### src/rtl/pipe_stage_reg.sv
// rtl/pipe_stage_reg.sv - valid/ready pipeline stage register with 2-entry skid buffer
//
// Purpose:
//   Moves a WIDTH-bit payload between pipeline stages at one beat per cycle.
//   A main register (M) drives out_data directly; a skid register (S) absorbs
//   the one beat that can arrive while downstream stalls, so in_ready can be
//   a registered function of state with no combinational path from out_ready.
//   flush squashes everything held plus any beat arriving in the same cycle.
//
// Parameters:
//   WIDTH      payload width in bits (>= 1)
//   RESET_VAL  value loaded into M and S on reset and flush
//   CNT_W      stall counter width (only meaningful with the macro below)
//
// Optional feature:
//   PIPE_STAGE_STALL_CNT_EN  adds the stall_cnt output, a saturating count of
//                            cycles spent with out_valid & !out_ready
//
// Ports:
//   clk        clock, all state changes on posedge
//   rst        asynchronous active-low reset
//   flush      synchronous squash
//   in_valid   upstream beat valid
//   in_ready   stage can accept a beat this cycle
//   in_data    upstream payload
//   out_valid  stage holds a beat for downstream
//   out_ready  downstream accepts the beat this cycle
//   out_data   payload, straight from M
//   stall_cnt  (optional) downstream stall cycle count

module pipe_stage_reg #(
  parameter int unsigned       WIDTH     = 32,
  parameter logic [WIDTH-1:0]  RESET_VAL = '0,
  parameter int unsigned       CNT_W     = 16
) (
  input  logic             clk,
  input  logic             rst,
  input  logic             flush,
  input  logic             in_valid,
  output logic             in_ready,
  input  logic [WIDTH-1:0] in_data,
  output logic             out_valid,
  input  logic             out_ready,
  output logic [WIDTH-1:0] out_data
`ifdef PIPE_STAGE_STALL_CNT_EN
  ,
  output logic [CNT_W-1:0] stall_cnt
`endif
);

  if (WIDTH < 1 || CNT_W < 1) begin : g_param_check
    $error("pipe_stage_reg: WIDTH and CNT_W must be at least 1");
  end

  typedef enum logic [1:0] {
    ST_EMPTY = 2'd0,
    ST_ONE   = 2'd1,
    ST_FULL  = 2'd2
  } state_t;

  state_t           state;
  logic [WIDTH-1:0] main_q;
  logic [WIDTH-1:0] skid_q;
  logic             acc;
  logic             pop;

  assign acc      = in_valid & in_ready;
  assign pop      = out_valid & out_ready;
  assign out_data = main_q;

  // in_ready and out_valid are kept as flops that always track
  // (state != FULL) and (state != EMPTY); they are updated together with
  // state so neither depends combinationally on the handshake inputs.
  always_ff @(posedge clk or negedge rst) begin
    if (!rst) begin
      state     <= ST_EMPTY;
      main_q    <= RESET_VAL;
      skid_q    <= RESET_VAL;
      in_ready  <= 1'b1;
      out_valid <= 1'b0;
    end else if (flush) begin
      // A same-cycle pop has already been taken by downstream; a same-cycle
      // accept is simply never stored.
      state     <= ST_EMPTY;
      main_q    <= RESET_VAL;
      skid_q    <= RESET_VAL;
      in_ready  <= 1'b1;
      out_valid <= 1'b0;
    end else begin
      case (state)
        ST_EMPTY: begin
          if (acc) begin
            state     <= ST_ONE;
            main_q    <= in_data;
            out_valid <= 1'b1;
          end
        end
        ST_ONE: begin
          if (acc && pop) begin
            main_q <= in_data;
          end else if (acc) begin
            state    <= ST_FULL;
            skid_q   <= in_data;
            in_ready <= 1'b0;
          end else if (pop) begin
            state     <= ST_EMPTY;
            out_valid <= 1'b0;
          end
        end
        ST_FULL: begin
          // in_ready is low here, so no accept can coincide with this pop.
          if (pop) begin
            state    <= ST_ONE;
            main_q   <= skid_q;
            in_ready <= 1'b1;
          end
        end
        default: begin
          state     <= ST_EMPTY;
          in_ready  <= 1'b1;
          out_valid <= 1'b0;
        end
      endcase
    end
  end

`ifdef PIPE_STAGE_STALL_CNT_EN
  always_ff @(posedge clk or negedge rst) begin
    if (!rst) begin
      stall_cnt <= '0;
    end else if (flush) begin
      stall_cnt <= '0;
    end else if (out_valid && !out_ready && (stall_cnt != {CNT_W{1'b1}})) begin
      stall_cnt <= stall_cnt + CNT_W'(1);
    end
  end
`endif

endmodule

### config.mk
export PLATFORM = sky130hd
export DESIGN_NAME = pipe_stage_reg
export DESIGN_NICKNAME = d
export VERILOG_FILES = /design/src/rtl/pipe_stage_reg.sv
export SDC_FILE = /design/constraint.sdc
export NUM_CORES = 1
export LEC_CHECK = 0
export ABC_CLOCK_PERIOD_IN_PS = 1800
export CORE_AREA = 2 2 84 86
export CTS_BUF_LIST = sky130_fd_sc_hd__clkbuf_8
export DETAILED_ROUTE_END_ITERATION = 8
export DIE_AREA = 0 0 86 88
export DONT_BUFFER_PORTS = 1
export PLACE_DENSITY = 0.74
export REMOVE_ABC_BUFFERS = 1
export SLEW_MARGIN = 0
export SYNTH_ARGS = -nofsm -noshare
export SYNTH_HDL_FRONTEND = slang
export SYNTH_SLANG_ARGS = --single-unit
### constraint.sdc
create_clock -name clk -period 1.8 [get_ports clk]
set_input_delay 0.36 -clock clk [delete_from_list [all_inputs] [get_ports clk]]
set_output_delay 0.36 -clock clk [all_outputs]
set_load 0.05 [all_outputs]
* Yosys cells after proc, flatten, opt, wreduce, memory -nomap -nowiden
Index checks and enable logic that the tools add are counted.
Storage, ports and cells: bits in registers 68, bits of input ports 37
Operators by class: equality and inequality tests 13, bitwise gates (word level) 2, multiplexer cells 26, reduce and logical (&&, ||, !) cells 10
Operators by type and width (count):
- 32-bit two-way mux | 7
- 32-bit one-hot mux with 3 select lines | 1
- 3-bit != test (second input constant) | 7
- 2-bit two-way mux | 6
- 4-bit AND reduction | 3
- 1-bit two-way mux | 9
- 2-bit != test (second input constant) | 3
- 1-bit one-hot mux with 3 select lines | 2
- 2-bit one-hot mux with 3 select lines | 1
- 5-bit AND reduction | 1
- 4-bit != test (second input constant) | 1
- 2-bit nonzero test | 2
- 4-bit nonzero test | 1
- 3-bit AND reduction | 1
- 1-bit bitwise AND | 2
- 2-bit by 1-bit == test with 1-bit output (second input constant) | 1
- 2-bit == test (second input constant) | 1
- 2-bit logical NOT | 1
- 1-bit logical AND | 1

* Longest topological paths before layout
Gate-level depths: netlist of the first run.
word-level depth 6, depth in mapped cells 8, mapped depth without buffers 6

* Worst setup path before layout of the first run
OpenSTA, ideal clock, no wires.
kind register -> register, start point register out_valid, end point register state[0], period minus slack after synthesis 1.835 ns, slack -0.035 ns, arrival 1.710 ns, required time 1.675 ns, buffers on the path 0, stages on the path, launching flop included 5, path through dfrtp_1 > nand2_2 > a22oi_4 > a21boi_0 > mux2_2
On the way: longest elaborated chain between the ends 4, elaborated cells on any way between the ends 6, classes of those cells eq/ne: 3; bitwise: 1; reduce/logical: 2
RTL lines:
- from (decl) | RTL line 42 | output logic out_valid,
- from (signal assigned) | RTL line 80 | out_valid <= 1'b0;
- from (signal assigned) | RTL line 88 | out_valid <= 1'b0;
- from (signal assigned) | RTL line 95 | out_valid <= 1'b1;
- 1-bit bitwise AND (*) | RTL line 68 | assign pop = out_valid & out_ready;
- 1-bit logical AND | RTL line 99 | if (acc && pop) begin
- 3-bit != test (no source line)
- 4-bit AND reduction (no source line) (*)
- to (signal assigned) | RTL line 76 | state <= ST_EMPTY;
- to (signal assigned) | RTL line 102 | state <= ST_FULL;
- to (signal assigned) | RTL line 106 | state <= ST_EMPTY;
- to (decl) | RTL line 61 | state_t state;
Every way passes the cells marked *; elsewhere a longest branch is shown, timed or not. A chain may end at the register's enable or synchronous reset.

* Worst setup path in the final report of the first run
start point register state[1], end point register main_q[20] (netlist: out_data[20])
On the way: longest elaborated chain between the ends 3, elaborated cells on any way between the ends 10, classes of those cells eq/ne: 5; mux: 2; reduce/logical: 3
RTL lines:
- from (signal assigned) | RTL line 76
- from (signal assigned) | RTL line 84 | state <= ST_EMPTY;
- from (signal assigned) | RTL line 93 | state <= ST_ONE;
- 2-bit by 1-bit == test with 1-bit output (tied with other cells) | RTL line 90 | case (state)
- 3-bit != test (no source line) (tied with other cells)
- 4-bit AND reduction (no source line) or 32-bit two-way mux (tied branches)
- to (signal assigned) | RTL line 94 | main_q <= in_data;
- to (signal assigned) | RTL line 100 | main_q <= in_data;
- to (signal assigned) | RTL line 114 | main_q <= skid_q;
- to (decl) | RTL line 62 | logic [WIDTH-1:0] main_q;
Several ways; a longest one is shown, not always the timed one.

==> impl_metrics.ini, run 1 <==
[synthesis]
synth_common_cells = 67 x dfrtp_1, 66 x a21oi_1, 65 x nand2_1, 32 x mux2i_1, 31 x a211oi_1
yosysTopAreaCellShare_pct = 51.1
synth_flop_cell = dfrtp_1
synth_seq_cells = 68
synth.area.top_cells = dfrtp_1 51%, a21oi_1 10%, mux2i_1 9.8%
synth_area_per_cell_um2 = 10.0
yosys.cell_count.top_type = dfrtp_1
async_reset_ff_share_pct = 100
synth-simple-area-share_pct = 9.73
yosysSeqAreaShare_pct = 51.9
synth.distinct_cells = 33
syn_area_mm2 = 0.00328
ys.warnings.count = 0
yosysTopAreaCell = dfrtp_1
synth_compound_area_share_pct = 20.6
synthMuxAreaShare_pct = 10.1
synth_top_family_by_area = compound AO/OA/AOI/OAI gates
synth_fa_ha_area_share_pct = 1.91
synth_xor_area_share_pct = 0.267
syn_inst = 327
synth_edf_count = 0

[placement]
dp.cells = 394
hpwl_um = 4780
dp_slack_ns = -0.0732
place.gp.congestion = 0.834
portBuffers = 0

[finish]
fin_util_pct = 54.3
final_nets = 367
fillers = 596
multi_input_area_mm2 = 0.00143
antenna_cells = 0
syn2layout_area_growth_pct = 10.0
fin_cells = 408
seq_area_mm2 = 0.00170
drive_above_1_share_pct = 14.0

[global_routing]
grtUsageTotal_pct = 21.6
grt_pass1_vias = 2400
grt_overflow = 0
grt_pass1_wl_um = 12500
grt_start_max_net_pins = 72
antenna_found_initial = 0

[sta]
hold_ws_ns = -0.303
worst_slack_ns = 0.144
setup_viol_count_final = 0
fin_crit_sh_pct = 92.0
maxSlewHeadroom_pct = 65.7
finalClockSkew_ns = 0.00683
worst_pin_slew_ns = 0.515
finalMaxSlewViolations = 0
hold_viol = 68
fin_crit_ns = 1.66
timing.fmax_mhz = 604

[floorplan]
start_util_pct = 49.4
ioPinCount = 71
die_x_um = 86
dieArea_mm2 = 0.00757
dieHeight_um = 88
placementRows = 30
coreArea_mm2 = 0.00664

[route]
via_per_inst = 5.99
vias = 2444
wl_per_cell_um = 18.6
drtIter0Drc = 269
ant_nets = 0
wl_um = 7590
post-route-drc-count = 0
drt_pass1_iterations = 4

[clocking]
clock_latency_ns = 0.35
cts_root_buffer = clkbuf_8
cts_buffers = 9
clk_pin_slew_worst_paths_ns = 0.07
cts_buffer_depth = 2
cts_tree = yes
htreeDepth = 3
cts.sinks = 68

[setup_path]
end_kind = register
cp_slowest_cell = dfrtp_1
critical_path_class = register to register
crit_required_ns = 2.05
worstPathArrival_ns = 1.91
cp_slowest_stage_delay_ns = 0.43
setup.worst_path.start_class = register
crit_fanout = 7
crit_chain = inv_2, ha_2, nor2_2, a21oi_4, and2_1, buf_4, a211oi_1

[pwr]
power_density_mw_per_mm2 = 1850
irDropWorstVdd_uv = 573
total_leakage_power_uw = 0.00145

[run]
max_cap_viol_count = 0

[status]
status = complete, but fails checks
violations = negative hold slack

[worst_hold_path]
hp-class = input pin to asynchronous set/reset pin
final timing paths:
path,from,endpoint,slack [ns],cells past startpoint
max reg2reg,state[1],out_data[20],0.14,7
min reg2reg,skid_q[7],skid_q[7],0.52,2
min,rst,out_data[25],-0.30,0
max in group asynchronous,rst,in_ready,1.88,0
min in group clk,flush,out_data[25],0.07,1
max,state[1],out_data[20],0.14,7
cells in the final DEF (no fill, tap or decap), types with 2 or more instances in the layout:
| master | n |
|---|---|
| a211oi_1 | 28 |
| a211oi_2 | 4 |
| a21oi_1 | 66 |
| buf_12 | 2 |
| buf_4 | 13 |
| clkbuf_8 | 13 |
| dfrtp_1 | 67 |
| ha_1 | 2 |
| ha_2 | 3 |
| inv_1 | 2 |
| mux2i_1 | 32 |
| nand2_1 | 65 |
| nand2_2 | 2 |
| nand4_1 | 2 |
| nor2_1 | 4 |
| o21ai_0 | 2 |
worst max-delay path, delay by kind of cell (launching register included):
kind	cells	cell delay, ns
buf+inv	2	0.28
fa+ha+maj	1	0.27
compound gates	2	0.26
simple gates	2	0.32
flops	1	0.43
flip-flops by register name (all words and copies together), names as in the netlist:
signal and flops:
out_data 32, skid_q 32, state 2, in_ready 1, out_valid 1
final cells by class:
class | instances | share of cell area [%]
flip-flops and latches | 68 | 47.2
multi-input cells | 227 | 39.7
clock inverters | 1 | 0.832
clock buffers | 13 | 4.96
well taps | 80 | 2.77
repair buffers | 16 | 4.23
inverters | 3 | 0.312
logic make-up after synthesis:
family | count (synthesis)
AO/OA/AOI/OAI | 110
AND/OR/NAND/NOR | 78
flip-flops | 68
multiplexers | 33
buffers and inverters | 32
adder cells (fa/ha/maj) | 5
XOR/XNOR | 1
repair_timing:
item | in CTS | in global routing
endpoints found under the setup margin | 22 | 58
setup buffers | 0 | 0
endpoints found under the hold margin | 68 | 68
gates resized for setup | 3 | 6
per-stage QoR:
| step | power [uW] | hold WS [ns] | instance area, um^2 | setup TNS (ns) |
|---|---|---|---|---|
| 2_1_floorplan | 4490 | 0.0644 | 3110 | -59.32 |
| 3_3_place_gp | 5250 | 0.0659 | 3370 | 0 |
| 3_5_place_dp | 5330 | 0.0658 | 3370 | -0.111 |
| 4_1_cts | 6700 | -0.313 | 3590 | 0 |
| 5_1_grt | 7080 | -0.316 | 3610 | -0.00639 |
| 6_report | 6690 | -0.303 | 3610 | 0 |
metal layers:
layer	vias to the layer above	wire (um)	global-route usage, %
met5	-	0	0
met4	0	110	7.79
met3	12	651	8.86
met2	73	3660	34.1
met1	1206	3170	26.9
li1	1153	-	-
report_power, final:
part	internal, uW	switching [uW]	total (uW)
registers	1900	1120	3020
clock network	776	548	1320
logic	973	1380	2350
total	3650	3040	6690
(Power assumes the default switching activity.)
==> run 2: changes to the inputs <==
--- a/config.mk
+++ b/config.mk
@@ -6,14 +6,16 @@
 export NUM_CORES = 1
 export LEC_CHECK = 0
 export ABC_CLOCK_PERIOD_IN_PS = 1800
-export CORE_AREA = 2 2 84 86
+export CORE_AREA = 10 10 92 94
 export CTS_BUF_LIST = sky130_fd_sc_hd__clkbuf_8
 export DETAILED_ROUTE_END_ITERATION = 8
-export DIE_AREA = 0 0 86 88
+export DIE_AREA = 0 0 102 104
 export DONT_BUFFER_PORTS = 1
 export PLACE_DENSITY = 0.74
 export REMOVE_ABC_BUFFERS = 1
+export SKIP_LAST_GASP = 1
 export SLEW_MARGIN = 0
 export SYNTH_ARGS = -nofsm -noshare
 export SYNTH_HDL_FRONTEND = slang
 export SYNTH_SLANG_ARGS = --single-unit
+export TNS_END_PERCENT = 20
==> run 2 against run 1 <==
Compared with the run above: maximum frequency shrank 2.9%; non-clock buffer count shrank 2; highest routed layer unchanged; critical path depth is the same; sequential share of layout area rose by 0.40 points; worst hold slack better by 0.018 ns; the run still ends with negative hold slack left; global-route usage is 6.6 points lower; total power is 2.5% lower.
==> impl_metrics.ini, run 2 (synthesis results as in run 1) <==
[setup_path]
end_kind = register
reg2reg_depth = 7
crit_required_ns = 2.04
setup.worst_path.start_class = register
reg2reg_from = state[1]
crit_buf_inv = 2
critPathLaunch = state[1]
rrSetupSlack_ns = 0.09
crit_fanout = 10
cp_slowest_cell = dfrtp_1
worstPathArrival_ns = 1.94
critPathTopFamily = flip-flops
crit_chain = inv_2, ha_2, nor2_2, a21oi_4, and2_1, buf_4, a211oi_1
cp_slowest_stage_delay_ns = 0.42
critical_path_class = register to register
r2r_end = out_data[14]

[clocking]
clock_latency_ns = 0.33
cts_buffer_depth = 2
cts_buffers = 9
htreeDepth = 3
cts_root_buffer = clkbuf_8
cts_setup_buffers = 0
cts_tree = yes
clk_pin_slew_worst_paths_ns = 0.07
cts.sinks = 68

[route]
ant_nets = 0
drt_pass1_iterations = 4
wl_um = 7920
vias = 2390
wl_per_cell_um = 19.4
post-route-drc-count = 0
via_per_inst = 5.87
drtIter0Drc = 184

[floorplan]
dieHeight_um = 104
coreArea_mm2 = 0.00668
start_util_pct = 49.1
dieArea_mm2 = 0.0106
placementRows = 30
ioPinCount = 71
die_x_um = 102

[sta]
maxSlewHeadroom_pct = 64.6
worst_pin_slew_ns = 0.531
hold_ws_ns = -0.285
timing.fmax_mhz = 586
finalClockSkew_ns = 0.00446
fin_crit_sh_pct = 94.7
finalMaxSlewViolations = 0
hold_viol = 68
setup_viol_count_final = 0
setup_tns_ns = 0
rsz0062_at_grt = true
fin_crit_ns = 1.71

[finish]
final_common_cell = dfrtp_1
fillers = 601
fin_util_pct = 53.5
syn2layout_area_growth_pct = 9.08
drive_above_1_share_pct = 13.8
final_nets = 365
layout_common_cells = 67 x dfrtp_1, 66 x a21oi_1, 65 x nand2_1, 32 x mux2i_1, 25 x a211oi_1
antenna_cells = 0

[placement]
hpwl_um = 5080
portBuffers = 0
place.gp.congestion = 0.803

[status]
violations = negative hold slack
status = complete, but fails checks

[pwr]
irDropWorstVdd_uv = 868
power_density_mw_per_mm2 = 1820
total_leakage_power_uw = 0.00144

[global_routing]
grtUsageTotal_pct = 15.0
antenna_found_initial = 0
grt_start_max_net_pins = 72
grt_overflow = 0
grt_pass1_vias = 2382
grt_pass1_wl_um = 12800

[worst_hold_path]
hp-class = input pin to asynchronous set/reset pin

[run]
max_cap_viol_count = 0
[run 2: cell count changes in the layout (fill, tap and decap cells not counted), sizes merged]
cell and delta:
inv +2, bufinv -1, clkinv +2, clkbuf -2
buf -2
[run 2: how the worst max path moves through the flow]
stage                               to  slack, ns  cells past startpoint
final                     out_data[14]       0.09                      7
after global routing          state[0]      -0.02                      4
after floorplan            out_data[0]      -1.59                      5
after CTS                 out_data[26]      0.004                      7
after global placement        state[1]       0.11                      6
after detailed placement  out_data[28]      -0.02                      7
[run 2: area by class of cell]
type	instances	area [um^2]	share of cell area (%)
clock buffers	11	151	4.23
clock inverters	4	17.5	0.490
inverters	3	11.3	0.315
multi-input cells	227	1440	40.4
flip-flops and latches	68	1700	47.6
well taps	80	100	2.80
repair buffers	14	150	4.20
[run 2: per-layer routing]
metal  global-route usage (%)  vias to the layer above  wire length, um
li1                         -                     1146                -
met1                     18.0                     1174             3250
met2                     22.5                       64             3740
met3                     7.57                        6              862
met4                     5.14                        0               68
met5                        0                        -                0
[run 2: repair_timing]
| item | CTS | global route |
|---|---|---|
| pin swaps | 0 | 0 |
| hold endpoints to repair | 68 | 68 |
| resized for setup | 1 | 10 |
| endpoints found under the setup margin | 6 | 34 |
[run 2: report_power, final]
group          total (uW)  internal, uW  switching, uW
clock network        1100           554            548
logic                2400           989           1410
registers            3020          1890           1130
total                6520          3440           3090
[run 2: stage by stage]
stage	instances	setup WS [ns]	cell area (um^2)	total power, uW
after floorplan	298	-1.59	3110	4490
after global placement	392	0.108	3370	5300
after detailed placement	392	-0.0171	3370	5380
after CTS	407	0.00449	3540	6480
after global routing	407	-0.0217	3580	6920
final	407	0.0948	3580	6520
==> run 3: changes to the inputs <==
==> constraint.sdc (replaced) <==
create_clock -name clk -period 1.8 [get_ports clk]
set_input_delay 0.36 -clock clk [delete_from_list [all_inputs] [get_ports clk]]
set_output_delay 0.36 -clock clk [all_outputs]
set_load 0.02 [all_outputs]
==> run 3 against run 2 <==
Compared with the run above: the flow still finishes with violations (negative hold slack); utilization grew 0.094 points; register-to-register slack is essentially flat; cell area grew 0.17%; worst hold slack lost 0.0046 ns; global-route usage shrank 0.093 points; largest cell class unchanged; routed wire length shrank 1.2%; worst setup slack lost 0.0093 ns; total power shrank 8.9%; final cell count is the same; combinational power shrank 2%; critical path depth is the same.
==> impl_metrics.ini, run 3 (synthesis results as in run 1) <==
[setup_path]
critical_path_class = register to register
worstPathArrival_ns = 1.96
cp_slowest_stage_delay_ns = 0.44
end_kind = register
reg2reg_depth = 7
rrSetupSlack_ns = 0.09
worst-path-stages = 7
cp_slowest_cell = dfrtp_2
crit_chain = inv_2, ha_2, nor2_2, a21oi_4, and2_1, buf_4, a211oi_1
setup.worst_path.start_class = register
crit_buf_inv = 2
critPathTopFamily = flip-flops
crit_required_ns = 2.05
crit_fanout = 10

[clocking]
cts_setup_buffers = 0
htreeDepth = 3
clock_latency_ns = 0.34
cts_tree = yes
cts_root_buffer = clkbuf_8
cts.sinks = 68
cts_buffers = 9
cts_buffer_depth = 2
clk_pin_slew_worst_paths_ns = 0.07

[finish]
drive_above_1_share_pct = 14.1
final_nets = 365
syn2layout_area_growth_pct = 9.27
antenna_cells = 0
layout_common_cells = 66 x a21oi_1, 66 x dfrtp_1, 65 x nand2_1, 32 x mux2i_1, 26 x a211oi_1

[sta]
setup_viol_count_final = 0
finalClockSkew_ns = 0.00961
finalMaxSlewViolations = 0
fin_crit_sh_pct = 95.3
worst_slack_ns = 0.0855
hold_viol = 68
timing.fmax_mhz = 583
maxSlewHeadroom_pct = 77.1
worst_pin_slew_ns = 0.343
hold_ws_ns = -0.290
fin_crit_ns = 1.71

[run]
max_cap_viol_count = 0

[placement]
dp_slack_ns = -0.0208
hpwl_um = 5160
place.gp.congestion = 0.821
portBuffers = 0

[route]
wl_per_cell_um = 19.2
wl_um = 7820
vias = 2394
drt_pass1_iterations = 4
via_per_inst = 5.88
drtIter0Drc = 140
post-route-drc-count = 0
ant_nets = 0

[global_routing]
grtUsageTotal_pct = 14.9
grt_pass1_vias = 2290
grt_start_max_net_pins = 72
grt_overflow = 0
grt_pass1_wl_um = 12500
antenna_found_initial = 0

[floorplan]
dieArea_mm2 = 0.0106
ioPinCount = 71
placementRows = 30
coreArea_mm2 = 0.00668
die_x_um = 102
dieHeight_um = 104
start_util_pct = 49.1

[pwr]
irDropWorstVdd_uv = 669
power_density_mw_per_mm2 = 1660
total_leakage_power_uw = 0.00144

[status]
violations = negative hold slack
status = complete, but fails checks

[worst_hold_path]
hp-class = input pin to asynchronous set/reset pin
run 3: cell count changes in the layout (fill, tap and decap cells not counted):
cell	previous run	this run
dfrtp_1	67	66
ha_4	0	1
a211oi_2	7	6
a211oi_1	25	26
inv_1	4	3
dfrtp_2	0	1
inv_2	1	2
ha_2	2	1
run 3: final timing paths:
kind                           endpoint        from
max                        out_data[29]    state[1]
min                          skid_q[28]         rst
max reg2reg                out_data[29]    state[1]
min reg2reg                  skid_q[17]  skid_q[17]
max in group asynchronous      in_ready         rst
min in group clk             skid_q[17]       flush
run 3: worst register-to-register path, cell delays in order, from the launching register on:
cell	delay, ns
dfrtp_2	0.44
inv_2	0.10
ha_2	0.28
nor2_2	0.12
a21oi_4	0.05
and2_1	0.21
buf_4	0.20
a211oi_1	0.22
run 3: cell type report:
| class | instances | area [um^2] |
|---|---|---|
| Sequential cell | 68 | 1700 |
| Inverter | 3 | 11.3 |
| Fill cell | 609 | 3100 |
| Timing Repair Buffer | 14 | 150 |
| Clock buffer | 11 | 151 |
| Tap cell | 80 | 100 |
| Multi-Input combinational cell | 227 | 1450 |
| Clock inverter | 4 | 17.5 |
run 3: where the power goes:
group / internal, uW / total, uW / switching [uW]
combinational: 990 / 2340 / 1350
sequential: 1910 / 2500 / 586
clock: 553 / 1100 / 551
run 3: per-stage QoR:
step | TNS, ns | instance area, um^2 | util [%] | std cells | power, uW
after floorplan | -55.83 | 3110 | - | 298 | 3910
after global placement | 0 | 3370 | 50.4 | 392 | 4720
after detailed placement | -0.0259 | 3370 | 50.4 | 392 | 4810
after CTS | 0 | 3540 | 52.9 | 407 | 5920
after global routing | -0.00815 | 3580 | 53.6 | 407 | 6350
final | 0 | 3580 | 53.6 | 407 | 5950
run 3: layer usage:
layer | routed length (um) | track usage [%]
met5 | 0 | 0
met4 | 120 | 5.75
met3 | 899 | 6.98
met2 | 3660 | 21.6
met1 | 3140 | 18.7
run 3: repair_timing:
action / 4_1_cts / 5_1_grt
cloned: 0 / 0
endpoints found under the hold margin: 68 / 68
setup endpoints to repair: 3 / 34
resized for setup: 1 / 12
